**config.mk**
```make
export PLATFORM = sky130hd
export DESIGN_NAME = dec24_stream_flat
export DESIGN_NICKNAME = d
export VERILOG_FILES = /design/src/rtl/dec24_stream_if.sv /design/src/rtl/dec24_stream.sv /design/src/flat_wrapper.sv
export SDC_FILE = /design/constraint.sdc
export NUM_CORES = 1
export LEC_CHECK = 0
export CAP_MARGIN = 10
export CORE_ASPECT_RATIO = 1.4
export CORE_UTILIZATION = 50
export CTS_CLUSTER_SIZE = 28
export DETAILED_ROUTE_END_ITERATION = 10
export GPL_ROUTABILITY_DRIVEN = 0
export PLACE_DENSITY = 0.72
export SYNTH_ARGS = -nofsm -noshare
export SYNTH_HDL_FRONTEND = slang
export SYNTH_SLANG_ARGS = --single-unit
```
**constraint.sdc**
```tcl
create_clock -name clk -period 3.25 [get_ports clk]
set_input_delay 0.65 -clock clk [delete_from_list [all_inputs] [get_ports clk]]
set_output_delay 0.65 -clock clk [all_outputs]
set_load 0.02 [all_outputs]
```
**src/rtl/dec24_stream_if.sv**
```systemverilog
// rtl/dec24_stream_if.sv - code-in / one-hot-out handshake bundle for dec24_stream
interface dec24_stream_if;
    logic in_valid;
    logic in_ready;
    logic f1;
    logic f0;
    logic out_valid;
    logic out_ready;
    logic a3;
    logic a2;
    logic a1;
    logic a0;

    modport master (
        output in_valid, f1, f0, out_ready,
        input  in_ready, out_valid, a3, a2, a1, a0
    );

    modport slave (
        input  in_valid, f1, f0, out_ready,
        output in_ready, out_valid, a3, a2, a1, a0
    );
endinterface

```
**src/rtl/dec24_stream.sv**
```systemverilog
// rtl/dec24_stream.sv - registered 2-to-4 decoder with skid buffer and saturating per-line hit counters
module dec24_stream #(
    parameter int CNT_W = 8
) (
    input  logic             clk,
    input  logic             rst,
    dec24_stream_if.slave    s,
    input  logic [1:0]       cnt_sel,
    output logic [CNT_W-1:0] cnt_val,
    input  logic             clr_cnt
);

    typedef enum logic [1:0] {EMPTY, ONE, FULL} state_t;

    state_t           state;
    logic [1:0]       out_code;
    logic [1:0]       skid;
    logic [3:0]       out_line;
    logic [CNT_W-1:0] cnt [4];

    logic [1:0] in_code;
    logic       accept;
    logic       pop;

    assign in_code     = {s.f1, s.f0};
    assign s.in_ready  = (state != FULL);
    assign s.out_valid = (state != EMPTY);
    assign {s.a3, s.a2, s.a1, s.a0} = out_line;
    assign accept      = s.in_valid & s.in_ready;
    assign pop         = s.out_valid & s.out_ready;

    function automatic logic [3:0] decode(input logic [1:0] code);
        return 4'b0001 << code;
    endfunction

    always_ff @(posedge clk) begin
        if (rst) begin
            state    <= EMPTY;
            out_code <= 2'b00;
            out_line <= 4'b0000;
            skid     <= 2'b00;
        end else begin
            case (state)
                EMPTY: begin
                    if (accept) begin
                        out_code <= in_code;
                        out_line <= decode(in_code);
                        state    <= ONE;
                    end
                end
                ONE: begin
                    if (accept && pop) begin
                        out_code <= in_code;
                        out_line <= decode(in_code);
                    end else if (accept) begin
                        skid  <= in_code;
                        state <= FULL;
                    end else if (pop) begin
                        // Keep the lines dark whenever nothing is presented.
                        out_line <= 4'b0000;
                        state    <= EMPTY;
                    end
                end
                FULL: begin
                    if (pop) begin
                        out_code <= skid;
                        out_line <= decode(skid);
                        state    <= ONE;
                    end
                end
                default: state <= EMPTY;
            endcase
        end
    end

    // cnt_val samples the counters before this edge's clear/increment lands.
    always_ff @(posedge clk) begin
        if (rst) begin
            cnt_val <= '0;
            for (int i = 0; i < 4; i++) cnt[i] <= '0;
        end else begin
            cnt_val <= cnt[cnt_sel];
            if (clr_cnt) begin
                for (int i = 0; i < 4; i++) cnt[i] <= '0;
            end else if (pop && (cnt[out_code] != {CNT_W{1'b1}})) begin
                cnt[out_code] <= cnt[out_code] + 1'b1;
            end
        end
    end

endmodule

```
**src/flat_wrapper.sv**
```systemverilog
// flat-port wrapper written by rule: the top's interface ports become plain ports
module dec24_stream_flat 
#(
    parameter int CNT_W = 8
)
  (clk, rst, cnt_sel, cnt_val, clr_cnt, s_in_valid, s_f1, s_f0, s_out_ready, s_in_ready, s_out_valid, s_a3, s_a2, s_a1, s_a0);
  dec24_stream_if s_i ();
  input  logic clk;
  input  logic rst;
  input  logic [1:0] cnt_sel;
  output logic [CNT_W-1:0] cnt_val;
  input  logic clr_cnt;
  input wire logic [$bits(s_i.in_valid)-1:0] s_in_valid;
  input wire logic [$bits(s_i.f1)-1:0] s_f1;
  input wire logic [$bits(s_i.f0)-1:0] s_f0;
  input wire logic [$bits(s_i.out_ready)-1:0] s_out_ready;
  output wire logic [$bits(s_i.in_ready)-1:0] s_in_ready;
  output wire logic [$bits(s_i.out_valid)-1:0] s_out_valid;
  output wire logic [$bits(s_i.a3)-1:0] s_a3;
  output wire logic [$bits(s_i.a2)-1:0] s_a2;
  output wire logic [$bits(s_i.a1)-1:0] s_a1;
  output wire logic [$bits(s_i.a0)-1:0] s_a0;
  assign s_i.in_valid = s_in_valid;
  assign s_i.f1 = s_f1;
  assign s_i.f0 = s_f0;
  assign s_i.out_ready = s_out_ready;
  assign s_in_ready = s_i.in_ready;
  assign s_out_valid = s_i.out_valid;
  assign s_a3 = s_i.a3;
  assign s_a2 = s_i.a2;
  assign s_a1 = s_i.a1;
  assign s_a0 = s_i.a0;
  dec24_stream #(.CNT_W(CNT_W)) u_core (.clk(clk), .rst(rst), .s(s_i), .cnt_sel(cnt_sel), .cnt_val(cnt_val), .clr_cnt(clr_cnt));
endmodule
```
Yosys cells after proc, flatten, opt, wreduce, memory -nomap -nowiden --
Memories as Yosys holds them, arrays and structs flattened. A register that Yosys moved wholly into a read port is not among the register bits. Cells that the tools add are included.
Word-level totals: bits in registers 10, RAM bits 32, input bits 9, output and inout port bits 14, word-level logic and storage cells 70, memories 1
Memory list:
- u_core.cnt | words 4, bits a word 8, rd ports 2, clocked after memory_dff 2, write ports 4, RTL line dec24_stream.sv:19 | logic [CNT_W-1:0] cnt [4];
Operators by class: add/subtract/negate cells 1, equal/unequal tests 11, shift-type cells 2, multiplexer cells 34, bitwise logic cells 7, reduce and logical (&&, ||, !) cells 10
Operators by type and width (count):
- $mux 8 | 5
- $mux 2 | 11
- $mux 4 | 5
- $pmux 2 s3 | 2
- $pmux 4 s3 | 1
- $mux 1 | 10
- $add 8x1->8 const B | 1
- $ne 8x8->1 const B | 1
- $reduce_and 4->1 | 2
- $reduce_or 8->1 | 1
- $shl 1x2->4 const A | 2
- $ne 2x1->1 const B | 3
- $ne 3x1->1 const B | 2
- $reduce_and 5->1 | 1
- $ne 2x2->1 const B | 2
- $or 1x1->1 | 4
- $ne 3x3->1 const B | 1
- $reduce_and 3->1 | 1
- $reduce_bool 3->1 | 1
- $and 1x1->1 | 2
- $eq 2x1->1 const B | 1
- $eq 2x2->1 const B | 1
- $logic_and 1x1->1 | 2
- $logic_not 2->1 | 1
- other kinds (2) | 2

Depth between registers and ports, before layout --
Gate-level depths: netlist of run 1.
depth in word-level cells 9, depth in mapped cells 7, mapped depth without buffers 6

Worst setup path after synthesis of run 1 --
No wires, ideal clock.
path kind register to register, from reg u_core.state[0], to mem u_core.cnt[2][0], enable pin, library setup time 329 ps, arrival time 2006 ps, required time 2921 ps, slack 915 ps, cell stages (with the launch flop) 7, buffers on the path 0, clock period less this slack 2335 ps, path through dfxtp_1 inv_1 ha_1 or4b_2 nor3b_1 o21ai_2 nand2_1
RTL lines:
- from (decl) | RTL line dec24_stream.sv:15 | state_t state;
- from (signal assigned) | RTL line dec24_stream.sv:38 | state <= EMPTY;
- from (signal assigned) | RTL line dec24_stream.sv:48 | state <= ONE;
- from (signal assigned) | RTL line dec24_stream.sv:57 | state <= FULL;
- to (decl) | RTL line dec24_stream.sv:19

==> results of run 1 <==
==> placed cells by master (no fill, tap or decap), types with 2 or more instances in the layout <==
cell type	n
sky130_fd_sc_hd__nand2_1	11
sky130_fd_sc_hd__o21ai_0	8
sky130_fd_sc_hd__nand2b_1	2
sky130_fd_sc_hd__edfxtp_1	32
sky130_fd_sc_hd__a21oi_1	21
sky130_fd_sc_hd__nor2b_1	10
sky130_fd_sc_hd__nor3b_1	2
sky130_fd_sc_hd__mux4_2	12
sky130_fd_sc_hd__a311oi_1	5
sky130_fd_sc_hd__buf_4	3
sky130_fd_sc_hd__or3_2	2
sky130_fd_sc_hd__nand3_1	3
sky130_fd_sc_hd__nand3b_1	2
sky130_fd_sc_hd__mux2i_1	3
sky130_fd_sc_hd__clkdlybuf4s50_1	22
sky130_fd_sc_hd__a31oi_1	2
sky130_fd_sc_hd__xor2_1	2
sky130_fd_sc_hd__ha_1	6
sky130_fd_sc_hd__mux4_1	4
sky130_fd_sc_hd__inv_1	9
sky130_fd_sc_hd__o21ai_2	4
sky130_fd_sc_hd__nor2_1	25
sky130_fd_sc_hd__o31ai_1	2
sky130_fd_sc_hd__clkbuf_8	5
sky130_fd_sc_hd__nand4_1	2
sky130_fd_sc_hd__dfxtp_1	20
==> area by class of cell <==
cell class              instances  area (µm²)  area share [%]
clock inverters                 2        11.3           0.383
flip-flops and latches         52        1360            46.3
clock buffers                   6        72.6            2.47
repair buffers                 25         243            8.26
well taps                      64        80.1            2.72
inverters                       9        33.8            1.15
multi-input cells             140        1140            38.7
==> through the flow <==
| step | area, µm² | setup slack [ns] | hold slack (ns) |
|---|---|---|---|
| finish | 2940 | 0.596 | 0.521 |
| global route | 2940 | 0.425 | 0.573 |
| CTS | 2940 | 0.600 | 0.529 |
| detailed placement | 2860 | 0.342 | 0.518 |
| global placement | 2860 | 0.389 | 0.510 |
| floorplan | 2570 | 0.915 | 0.495 |
==> worst max path at each step <==
| stage | slack [ns] | to | from |
|---|---|---|---|
| after floorplan | 0.91 | u_core.cnt[2][0] | u_core.state[0] |
| after global placement | 0.39 | u_core.cnt[2][6] | s_out_ready |
| after detailed placement | 0.34 | u_core.cnt[2][6] | s_out_ready |
| after CTS | 0.60 | u_core.cnt[3][1] | flop |
| after global routing | 0.43 | u_core.cnt[3][0] | flop |
| final | 0.60 | u_core.cnt[3][1] | flop |
==> state kept, by name, indices dropped and copies added, names as in the netlist, named ones only <==
| signal | flops |
|---|---|
| u_core.state | 2 |
| u_core.out_code | 2 |
| u_core.out_line | 4 |
| u_core.skid | 2 |
| u_core.cnt_val | 8 |
| u_core.cnt | 32 |
==> cell families (layout without fill, tap and decap cells) <==
group / after synthesis / after routing
AO/OA/AOI/OAI: 44 / 44
XOR/XNOR: 3 / 3
adder cells (fa/ha/maj): 6 / 6
buffers and inverters: 17 / 42
flip-flops: 52 / 52
multiplexers: 19 / 19
AND/OR/NAND/NOR: 68 / 68
==> power by group <==
group          switching (mW)  leakage, nW  internal (mW)
logic                   0.221        0.460          0.188
clock network           0.204       0.0388          0.150
registers              0.0597        0.521          0.759
total                   0.485         1.02           1.10
==> critical path, cell delays in order (launching register included) <==
cell	delay, ns
sky130_fd_sc_hd__dfxtp_1	0.59
sky130_fd_sc_hd__mux4_2	0.39
sky130_fd_sc_hd__ha_1	0.27
sky130_fd_sc_hd__nand4_1	0.32
sky130_fd_sc_hd__o21ai_2	0.42
sky130_fd_sc_hd__nand2_1	0.34
==> layer usage <==
layer | part of all wire (%) | up-vias
li1 | - | 838
met1 | 38 | 838
met2 | 53 | 71
met3 | 4.8 | 21
met4 | 3.9 | 0
met5 | 0 | -
==> results.txt, run 1 <==
In the final design database the tool counted 248 nets. The power after layout is 1.58 mW. Power spread over the standard cell area amounts to 538 nW/µm².

The number of buffers between clock root and the deepest sink is 2. The highest-utilization routing layer at the global route stage is met2. Multiplexer cells account for 15.8% of the synthesized area.

The total global routing track utilization came out at 20.5%. The initial cell density of the core came out at 52.7%. The final total negative setup slack is 0 ns. The number of buffers inserted by port buffering came out at 22.

The average size of a mapped cell is 12.3 µm². The worst slew slack as a fraction of its limit came out at 62.3%. The number of nets produced by synthesis is 224.

The number of stages on the worst hold path came out at 2. The largest net degree at the start of global routing is 20. The number of I/O pins is 23.

The final cycle utilization of the critical path is 81.7%. In this run the most critical hold path is launched from u_core.out_line[0]. The number of max-slew violations in the final report came out at 0. Across the run, the number of max-cap violations was 0. The core box area is 4880 µm². The largest total area in the synthesized netlist belongs to sky130_fd_sc_hd__edfxtp_1. By area, the combinational part of the netlist is dominated by multiplexers. The growth of design area from synthesis to finish came out at 14.2%.

TritonCTS built the clock tree. Along the worst path, the maximum fanout reaches 9. The number of core rows is 30. The worst-margin pin slew is 0.563 ns.

The post-detailed-route via-to-cell ratio is 5.93. Global routing finished with a remaining overflow of 0. The global-route wire length before repair is 8.22 mm. In the post-synthesis netlist, the cell with the most instances is sky130_fd_sc_hd__edfxtp_1.

The number of synthesized register bits is 52. The detail-routed net length per standard cell is 17.2 µm. The run finished with clean final reports.

In this run the static leakage power is 1.02 nW. The placed wire-length estimate is 4.02 mm. By area the synthesized netlist is led by sky130_fd_sc_hd__edfxtp_1 (37%), sky130_fd_sc_hd__dfxtp_1 (16%), sky130_fd_sc_hd__mux4_2 (11%). The Yosys step of the flow raised 0 warnings. The total clock sinks came out at 52.

After synthesis, flip-flops and latches occupy 52.9% of the total area. The initial antenna violation count was 0. The data arrival time of the worst path came out at 2.63 ns. Clock tree synthesis selected as its root buffer the cell sky130_fd_sc_hd__clkbuf_8. The via count of the first global-routing pass is 1,753. The sort of element at the end of the critical path is a flop. STA classifies the critical path startpoint as a flop. The number of nets with antenna violations after detailed routing came out at 0.

The number of antenna repair diodes came out at 0. Across the VDD grid, the largest voltage drop is 0.273 mV. The peak clock frequency supported by timing is 0.377 GHz. Measured in cells, the most critical reg-to-reg path has a length of 5. The final cell count without fillers came out at 298. The depth of the CTS H-tree is 2.

Setup repair after global routing left no endpoint under its margin. The met1 usage in global routing is 21.4%. For this run, global-route usage on met3 was measured as 3.80%.

The kind of critical path is flop to flop. The top cell type by area accounts for 37.3% of the synthesized area. The hold violation count in the final report was 0. The first-iteration detailed-routing DRC count came out at 111. The latest clock arrival within the worst-skew pair is 0.30 ns. The worst endpoint required time came out at 3.23 ns. Of the cells placed in the final design, the portion with a size suffix greater than 1 is 13.2%. Clock-pin slew was measured on the worst setup and hold paths at 0.09 ns. The number of failing setup endpoints in the final timing report is 0. In the global route stage, met2 resource usage came out at 37.8%. The die is 86.9 µm tall. The number of placed instances, taps included, is 290. The fraction of synthesized cell area in xor and xnor cells came out at 1.02%.

The area of the die is 5440 µm². The sink of the worst hold path is u_core.out_line[0]. Across the routed clock network, the largest skew measured is 0.00651 ns. For flop-to-flop paths, the worst setup slack is 0.60 ns.

The simple-gate area share of the yosys netlist is 14.1%. The total of hold buffers inserted after clock tree synthesis came out at 0. The first detailed-routing pass ran for 4 iterations. The compound-cell area share of the yosys netlist is 10.4%. The gate count of the mapped netlist came out at 209. The number of filler instances in the final layout is 399. The clock period minus worst slack came out at 2.65 ns.

The routed layout has 1,768 vias. The async set-reset flop share out of synthesis is 0%. Once the clock tree was built, the setup fixing pass inserted 0 buffers. Summing every instance area after synthesis gives 2570 µm². Counting instances in the post-synthesis netlist gives the leading cell types as sky130_fd_sc_hd__edfxtp_1 (32), sky130_fd_sc_hd__nor2_1 (25), sky130_fd_sc_hd__a21oi_1 (21). After clock tree synthesis, the repair step resized 0 gates. The final core utilization is 60.3%. The distinct cell type count of the synthesized netlist came out at 39. The dominant register cell in the synthesized netlist is sky130_fd_sc_hd__edfxtp_1.

The path class of the tightest hold or removal check is flop to flop. For this block, the routed nets add up to 5.13 mm of wire. The number of buffers created by CTS is 5. Measured along the x axis, the die boundary spans 62.6 µm. In this run, synthesis inferred 32 flip-flops with an integrated enable. The adder and majority cell fraction of the synthesized area is 2.92%. The endpoint of the worst-slack reg-to-reg timing path is u_core.cnt[3][1].

After detailed routing, the number of remaining DRC violations is 0.
No activity file was read; power rests on OpenSTA's default activity.
==> run 2, diff against run 1 <==
==> constraint.sdc (replaced) <==
create_clock -name clk -period 2.62 [get_ports clk]
set_input_delay 0.524 -clock clk [delete_from_list [all_inputs] [get_ports clk]]
set_output_delay 0.524 -clock clk [all_outputs]
set_load 0.02 [all_outputs]
==> results.txt, run 2 (synthesized netlist as in run 1, its figures left out) <==
The detail-routed net length per standard cell is 17.5 µm. The post-detailed-route via-to-cell ratio is 5.95. The kind of cell with the highest combined delay on the critical path is multiplexers. The width of the die came out at 62.6 µm. 23 I/O pins were placed. The run finished with clean final reports. In the layout the commonest cells are sky130_fd_sc_hd__edfxtp_1 (32), sky130_fd_sc_hd__nor2_1 (25), sky130_fd_sc_hd__clkdlybuf4s50_1 (22). The final-stage net count is 259. The final cycle utilization of the critical path came out at 94.1%. The number of antenna repair diodes came out at 0.

The hold violation count in the final report is 0. Static timing analysis puts the maximum clock frequency at 0.406 GHz. The number of stages on the worst hold path is 2. The worst-margin pin slew came out at 0.554 ns. The number of max-slew violations in the final report is 0. The number of buffers created by CTS came out at 5.

The footprint of the flip-flops and latches is 1360 µm². The fraction of power consumed by the clock network came out at 23.0%. The final cell count without fillers is 309. The multi-input gate area in the final layout came out at 1140 µm².

The total placed cells including tap cells is 301. The analysis attributes to net switching a power of 630 µW. The total overflow left after global routing is 0. The critical path is of the flop to flop type. Across the run, the number of max-cap violations was 0. The endpoint of the worst-slack reg-to-reg timing path is u_core.cnt[1][4]. After filler insertion, the fill cell instance count of the layout stands at 392. The worst endpoint required time came out at 2.60 ns. The flip-flop count of the largest register, all copies and words added came out at 32. The leakage power came out at 1.08 nW. The floorplan step set the die height to 86.9 µm. The number of core rows came out at 30. The library cell used most frequently in the layout, excluding fill and tap cells, is sky130_fd_sc_hd__edfxtp_1. For this design the ratio of total power to cell area is 664 nW/µm². Ranked by flip-flop count, first place goes to u_core.cnt. For the worst setup path, the data arrival time is 2.44 ns.

The internal power consumption is 1.38 mW. The final core utilization is 62.1%. The area of the die is 5440 µm². The critical path runs through a total of 5 cells.

The global-route wire length before repair is 8.87 mm. The core box area is 4880 µm². The initial antenna violation count came out at 0. The total number of vias is 1,840. The fraction of layout instances using a drive strength above 1 came out at 18.4%. The clock net in this run drives a total of 52 sinks.

The critical path contains buffers and inverters numbering 0 combined. The part of the power in registers is 50.4%. The total global routing track utilization came out at 22.0%. The routed wire length came out at 5.40 mm. Setup slack on the worst reg-to-reg path comes out at 0.16 ns. Once the floorplan was initialized, standard cells occupied 52.7% of the core.

The number of buffers inserted by port buffering is 22. STA classifies the critical path startpoint as a flop. TritonCTS built the clock tree.

Across the routed clock network, the largest skew measured is 0.00713 ns. Setup repair after global routing left no endpoint under its margin. In the final layout, the registers with the most flip-flops are u_core.cnt: 32 flops, u_core.cnt_val: 8 flops, u_core.out_line: 4 flops. The largest single stage delay on the critical path is 0.68 ns. For this run, design rule violations remaining after detail routing come to 0. The number of buffers between clock root and the deepest sink came out at 2. The depth of the CTS H-tree came out at 2. The clock slew at the register clock pins of the worst setup and hold paths came out at 0.10 ns. The largest fanout of any net on the critical path is 8. After legalization and detailed placement, the total HPWL measured 3.98 mm. Net switching is 31.3% of the power. The maximum ir drop on the vdd rail is 0.342 mV. The capturing element of the worst setup path is u_core.cnt[1][4]. Entering global routing, the biggest net connects 20 pins. The critical path goes through mux4_1 -> ha_1 -> nand4_1 -> o21ai_2 -> nand2_1. The detailed router finished its first iteration with 98 violations. The number of cells traversed by the worst register-to-register path came out at 5.

The number of detailed-routing iterations run before antenna repair came out at 4. Setup violations remaining at the end of the flow were counted as 0. The sort of element at the end of the critical path is a flop. The latest clock arrival within the worst-skew pair is 0.31 ns.

Counting I/O delays and the setup requirement, the final critical path takes 2.46 ns. The tightest min-delay check is of the flop to flop type. The worst slew slack as a fraction of its limit is 62.8%.

The slowest stage of the critical path is the sky130_fd_sc_hd__mux4_1 cell. The portion of total power attributed to combinational logic came out at 26.6%. Compared with the post-synthesis result, the final layout area differs by 17.8%.

The number of nets with antenna violations after detailed routing is 0. Total power for the finished layout comes to 2.01 mW. The via count of the first global-routing pass is 1,782. The cell sitting at the root of the clock tree is a sky130_fd_sc_hd__clkbuf_8.
==> run 2: cell types whose count changed in the layout (fill, tap and decap cells not counted), sizes merged <==
cell      previous run  this run
buf                  3        14
clkinvlp             1         0
clkbuf               6         5
inv                  9        11
==> run 2: worst min-delay path by stage <==
stage | start | end | slack [ns]
after CTS | u_core.out_line[3] | u_core.out_line[3] | 0.53
after detailed placement | u_core.out_line[3] | u_core.out_line[3] | 0.52
after global placement | u_core.out_line[0] | u_core.out_line[0] | 0.51
after global routing | u_core.out_line[1] | u_core.out_line[1] | 0.57
final | u_core.out_line[3] | u_core.out_line[3] | 0.53
after floorplan | u_core.skid[1] | u_core.skid[1] | 0.50
==> run 2: worst reg2reg max path: stages (launching register included) <==
cell,delay (ns)
sky130_fd_sc_hd__dfxtp_1,0.57
sky130_fd_sc_hd__mux4_1,0.68
sky130_fd_sc_hd__ha_1,0.24
sky130_fd_sc_hd__nand4_1,0.25
sky130_fd_sc_hd__o21ai_2,0.09
sky130_fd_sc_hd__nand2_1,0.29
==> run 2: final cells by class <==
type                            instances  share of cell area (%)
Tap cell                               64                    2.64
Multi-Input combinational cell        140                    37.6
Clock buffer                            5                    2.27
Timing Repair Buffer                   36                    10.7
Sequential cell                        52                    44.9
Inverter                                9                    1.11
Clock inverter                          3                   0.702
==> run 2: power by group through the flow <==
stage / sequential (mW) / combinational [mW] / clock, mW
finish: 1.02 / 0.536 / 0.462
global route: 1.03 / 0.583 / 0.501
CTS: 1.02 / 0.538 / 0.471
detailed placement: 1.03 / 0.534 / 0
global placement: 1.03 / 0.529 / 0
floorplan: 1.02 / 0.352 / 0
==> run 2: what timing repair did <==
| item | in CTS | in global routing |
|---|---|---|
| resized for setup | 0 | 1 |
| setup endpoints to repair | 0 | 8 |
| buffers inserted | 0 | 0 |
| hold buffers | 0 | 0 |
==> run 2: stage by stage <==
step / hold WS, ns / cell area (µm²) / setup TNS (ns) / setup WS [ns]
2_1_floorplan: 0.495 / 2570 / 0 / 0.285
3_3_place_gp: 0.508 / 2940 / 0 / 0.00404
3_5_place_dp: 0.517 / 2940 / -0.587 / -0.0558
4_1_cts: 0.530 / 3030 / 0 / 0.106
5_1_grt: 0.571 / 3030 / 0 / 0.00603
6_report: 0.525 / 3030 / 0 / 0.155
==> run 2: routing by layer <==
| layer | share of wire [%] | vias to the layer above | GRT usage, % | routed length [µm] |
|---|---|---|---|---|
| li1 | - | 860 | - | - |
| met1 | 40 | 906 | 24.9 | 2180 |
| met2 | 54 | 62 | 40.7 | 2920 |
| met3 | 3.6 | 12 | 3.66 | 196 |
| met4 | 2.1 | 0 | 9.09 | 112 |
| met5 | 0 | - | 0 | 0 |
==> run 3, diff against run 2 <==
--- a/config.mk
+++ b/config.mk
@@ -6,12 +6,14 @@
 export NUM_CORES = 1
 export LEC_CHECK = 0
 export CAP_MARGIN = 10
+export CELL_PAD_IN_SITES_DETAIL_PLACEMENT = 0
+export CELL_PAD_IN_SITES_GLOBAL_PLACEMENT = 1
 export CORE_ASPECT_RATIO = 1.4
-export CORE_UTILIZATION = 50
+export CORE_UTILIZATION = 46
 export CTS_CLUSTER_SIZE = 28
 export DETAILED_ROUTE_END_ITERATION = 10
 export GPL_ROUTABILITY_DRIVEN = 0
-export PLACE_DENSITY = 0.72
+export PLACE_DENSITY = 0.79
 export SYNTH_ARGS = -nofsm -noshare
 export SYNTH_HDL_FRONTEND = slang
 export SYNTH_SLANG_ARGS = --single-unit
==> constraint.sdc (replaced) <==
create_clock -name clk -period 2.62 [get_ports clk]
set_input_delay 0.393 -clock clk [delete_from_list [all_inputs] [get_ports clk]]
set_output_delay 0.393 -clock clk [all_outputs]
set_load 0.02 [all_outputs]
==> results.txt, run 3 (synthesized netlist as in run 1, its figures left out) <==
The routed wire length is 5.38 mm. The buffers inserted during post-CTS setup optimization came out at 0. The initial cell density of the core is 48.8%. The global-route wire length before repair is 8.80 mm. The cell area after layout is 3090 µm².

The number of stages on the worst hold path came out at 2. The register with the highest flop count is u_core.cnt. The number of failing setup endpoints in the final timing report came out at 0. The worst slew slack as a fraction of its limit is 63.7%. The die covers 5900 µm². The startpoint identified for the worst hold timing path is u_core.out_line[2]. The total number of vias is 1,775. The placed instances occupy a cell area of 2980 µm². The initial antenna violation count came out at 0. In the routed design, unresolved DRC markers number 0. The largest fanout of any net on the critical path came out at 8. The core box area is 5280 µm². Setup slack on the worst reg-to-reg path comes out at 0.21 ns. For the pin with the worst max-slew slack, the measured transition is 0.541 ns.

The flow ran to the end, and the final reports show no timing, DRC or antenna violations. The number of antenna repair diodes came out at 0. The global-route congestion overflow total is 0. For this design the static power due to leakage is 1.11 nW.

The width of the die is 65.2 µm. The data arrival time of the worst path is 2.39 ns. The fraction of layout instances using a drive strength above 1 came out at 19.0%.

The largest net degree at the start of global routing is 20. The first detailed-routing pass took 4 iterations. The first-iteration detailed-routing DRC count is 78. The number of max-slew violations in the final report came out at 0. Across the run, the number of max-cap violations was 0.

The number of buffers between clock root and the deepest sink is 2. The hold violation count in the final report is 0. Adding up every negative setup slack in the final design gives 0 ns.

The worst path uses 92.2% of the clock period. The placed wire-length estimate is 4.07 mm. The maximum ir drop on the vdd rail came out at 0.332 mV.

The number of buffers created by CTS is 5. The classification of the worst-slack hold path is flop to flop. The vertical extent of the die came out at 90.5 µm. In the global route stage, overall resource usage came out at 20.3%. The via count of the first global-routing pass is 1,748. STA classifies the critical path endpoint as a flop. Buffers placed on the I/O ports in this run total 22.

The largest registers in the layout are u_core.cnt: 32 flops, u_core.cnt_val: 8 flops, u_core.out_line: 4 flops. The total clock sinks is 52. The tree is rooted in a sky130_fd_sc_hd__clkbuf_8.

The number of nets with antenna violations after detailed routing came out at 0. The kind of critical path is flop to flop. The nature of the critical path startpoint is a flop. The total of hold buffers inserted after clock tree synthesis came out at 0. The clock period minus worst slack is 2.41 ns.

The setup skew after layout came out at 0.0131 ns. The latest clock arrival within the worst-skew pair is 0.31 ns. After detailed routing, the average wire length per cell comes to 17.1 µm. Using the TritonRoute via totals, the vias-per-cell ratio works out to 5.65.

The growth of design area from synthesis to finish is 20.1%. The register with the most flip-flops in the layout has 32 of them. The number of gates resized after CTS was 0.

The power density over cell area is 687 nW/µm². Setup repair after global routing left no endpoint under its margin. The worst register-to-register path ends at u_core.cnt[2][2]. The worst endpoint required time came out at 2.60 ns. Leaving out fill and tap cells, the most frequent cell in the layout is sky130_fd_sc_hd__edfxtp_1.

The startpoint identified for the worst register-to-register timing path is u_core.state[0]. The final-stage net count is 262. 23 I/O pins were placed. The clock slew at the register clock pins of the worst setup and hold paths came out at 0.09 ns. The sink of the worst hold path is u_core.out_line[2]. The number of core rows is 31. The number of cells traversed by the worst register-to-register path came out at 6. TritonCTS built the clock tree. The depth of the CTS H-tree came out at 2. In the layout the commonest cells are sky130_fd_sc_hd__edfxtp_1 (32), sky130_fd_sc_hd__nor2_1 (25), sky130_fd_sc_hd__clkdlybuf4s50_1 (22). Based on the critical path, the design can be clocked at up to 0.414 GHz.
==> run 3: worst max-delay path by stage <==
stage / slack (ns) / to / startpoint
floorplan: 0.28 / u_core.cnt[2][0] / u_core.state[0]
global placement: 0.1 / u_core.cnt[2][3] / s_out_ready
detailed placement: 0.07 / u_core.cnt[1][3] / s_out_ready
CTS: 0.17 / u_core.cnt[2][2] / u_core.state[0]
global route: 0.04 / u_core.cnt[2][0] / u_core.state[0]
finish: 0.21 / u_core.cnt[2][2] / u_core.state[0]
==> run 3: final cells by class <==
class                   count  area (µm²)
fillers                   478        2180
flip-flops and latches     52        1360
multi-input cells         140        1140
repair buffers             39         360
well taps                  66        82.6
clock buffers               6        72.6
clock inverters             2        38.8
inverters                   9        33.8
==> run 3: per-stage QoR <==
stage / setup WS (ns) / hold WS, ns / std cells / util [%] / power [mW]
final: 0.205 / 0.524 / 314 / 58.6 / 2.12
after global routing: 0.0399 / 0.550 / 314 / 58.6 / 2.23
after CTS: 0.173 / 0.525 / 314 / 58.5 / 2.14
after detailed placement: 0.0747 / 0.512 / 306 / 56.4 / 1.59
after global placement: 0.0998 / 0.513 / 306 / 56.4 / 1.59
after floorplan: 0.285 / 0.495 / 209 / - / 1.37
==> run 3: power breakdown <==
group / leakage, nW / internal (mW) / total [mW] / switching, mW
Combinational: 0.531 / 0.269 / 0.564 / 0.296
Clock: 0.0558 / 0.289 / 0.554 / 0.265
Sequential: 0.521 / 0.941 / 1.00 / 0.0634
Total: 1.11 / 1.50 / 2.12 / 0.624
==> run 3: worst max-delay path, cell delays in order (launching register included) <==
cell and delay (ns):
sky130_fd_sc_hd__dfxtp_1 0.42, sky130_fd_sc_hd__inv_1 0.09, sky130_fd_sc_hd__ha_1 0.22, sky130_fd_sc_hd__or4b_2 0.72
sky130_fd_sc_hd__nor3b_1 0.27, sky130_fd_sc_hd__o21ai_2 0.09, sky130_fd_sc_hd__nand2_1 0.28
==> run 3: routing by layer <==
metal	up-vias	GRT usage, %	routed length (µm)
met1	868	23.8	2130
met2	35	36.8	3050
met3	5	3.41	134
met4	0	5.80	67
li1	867	-	-
met5	-	0	0
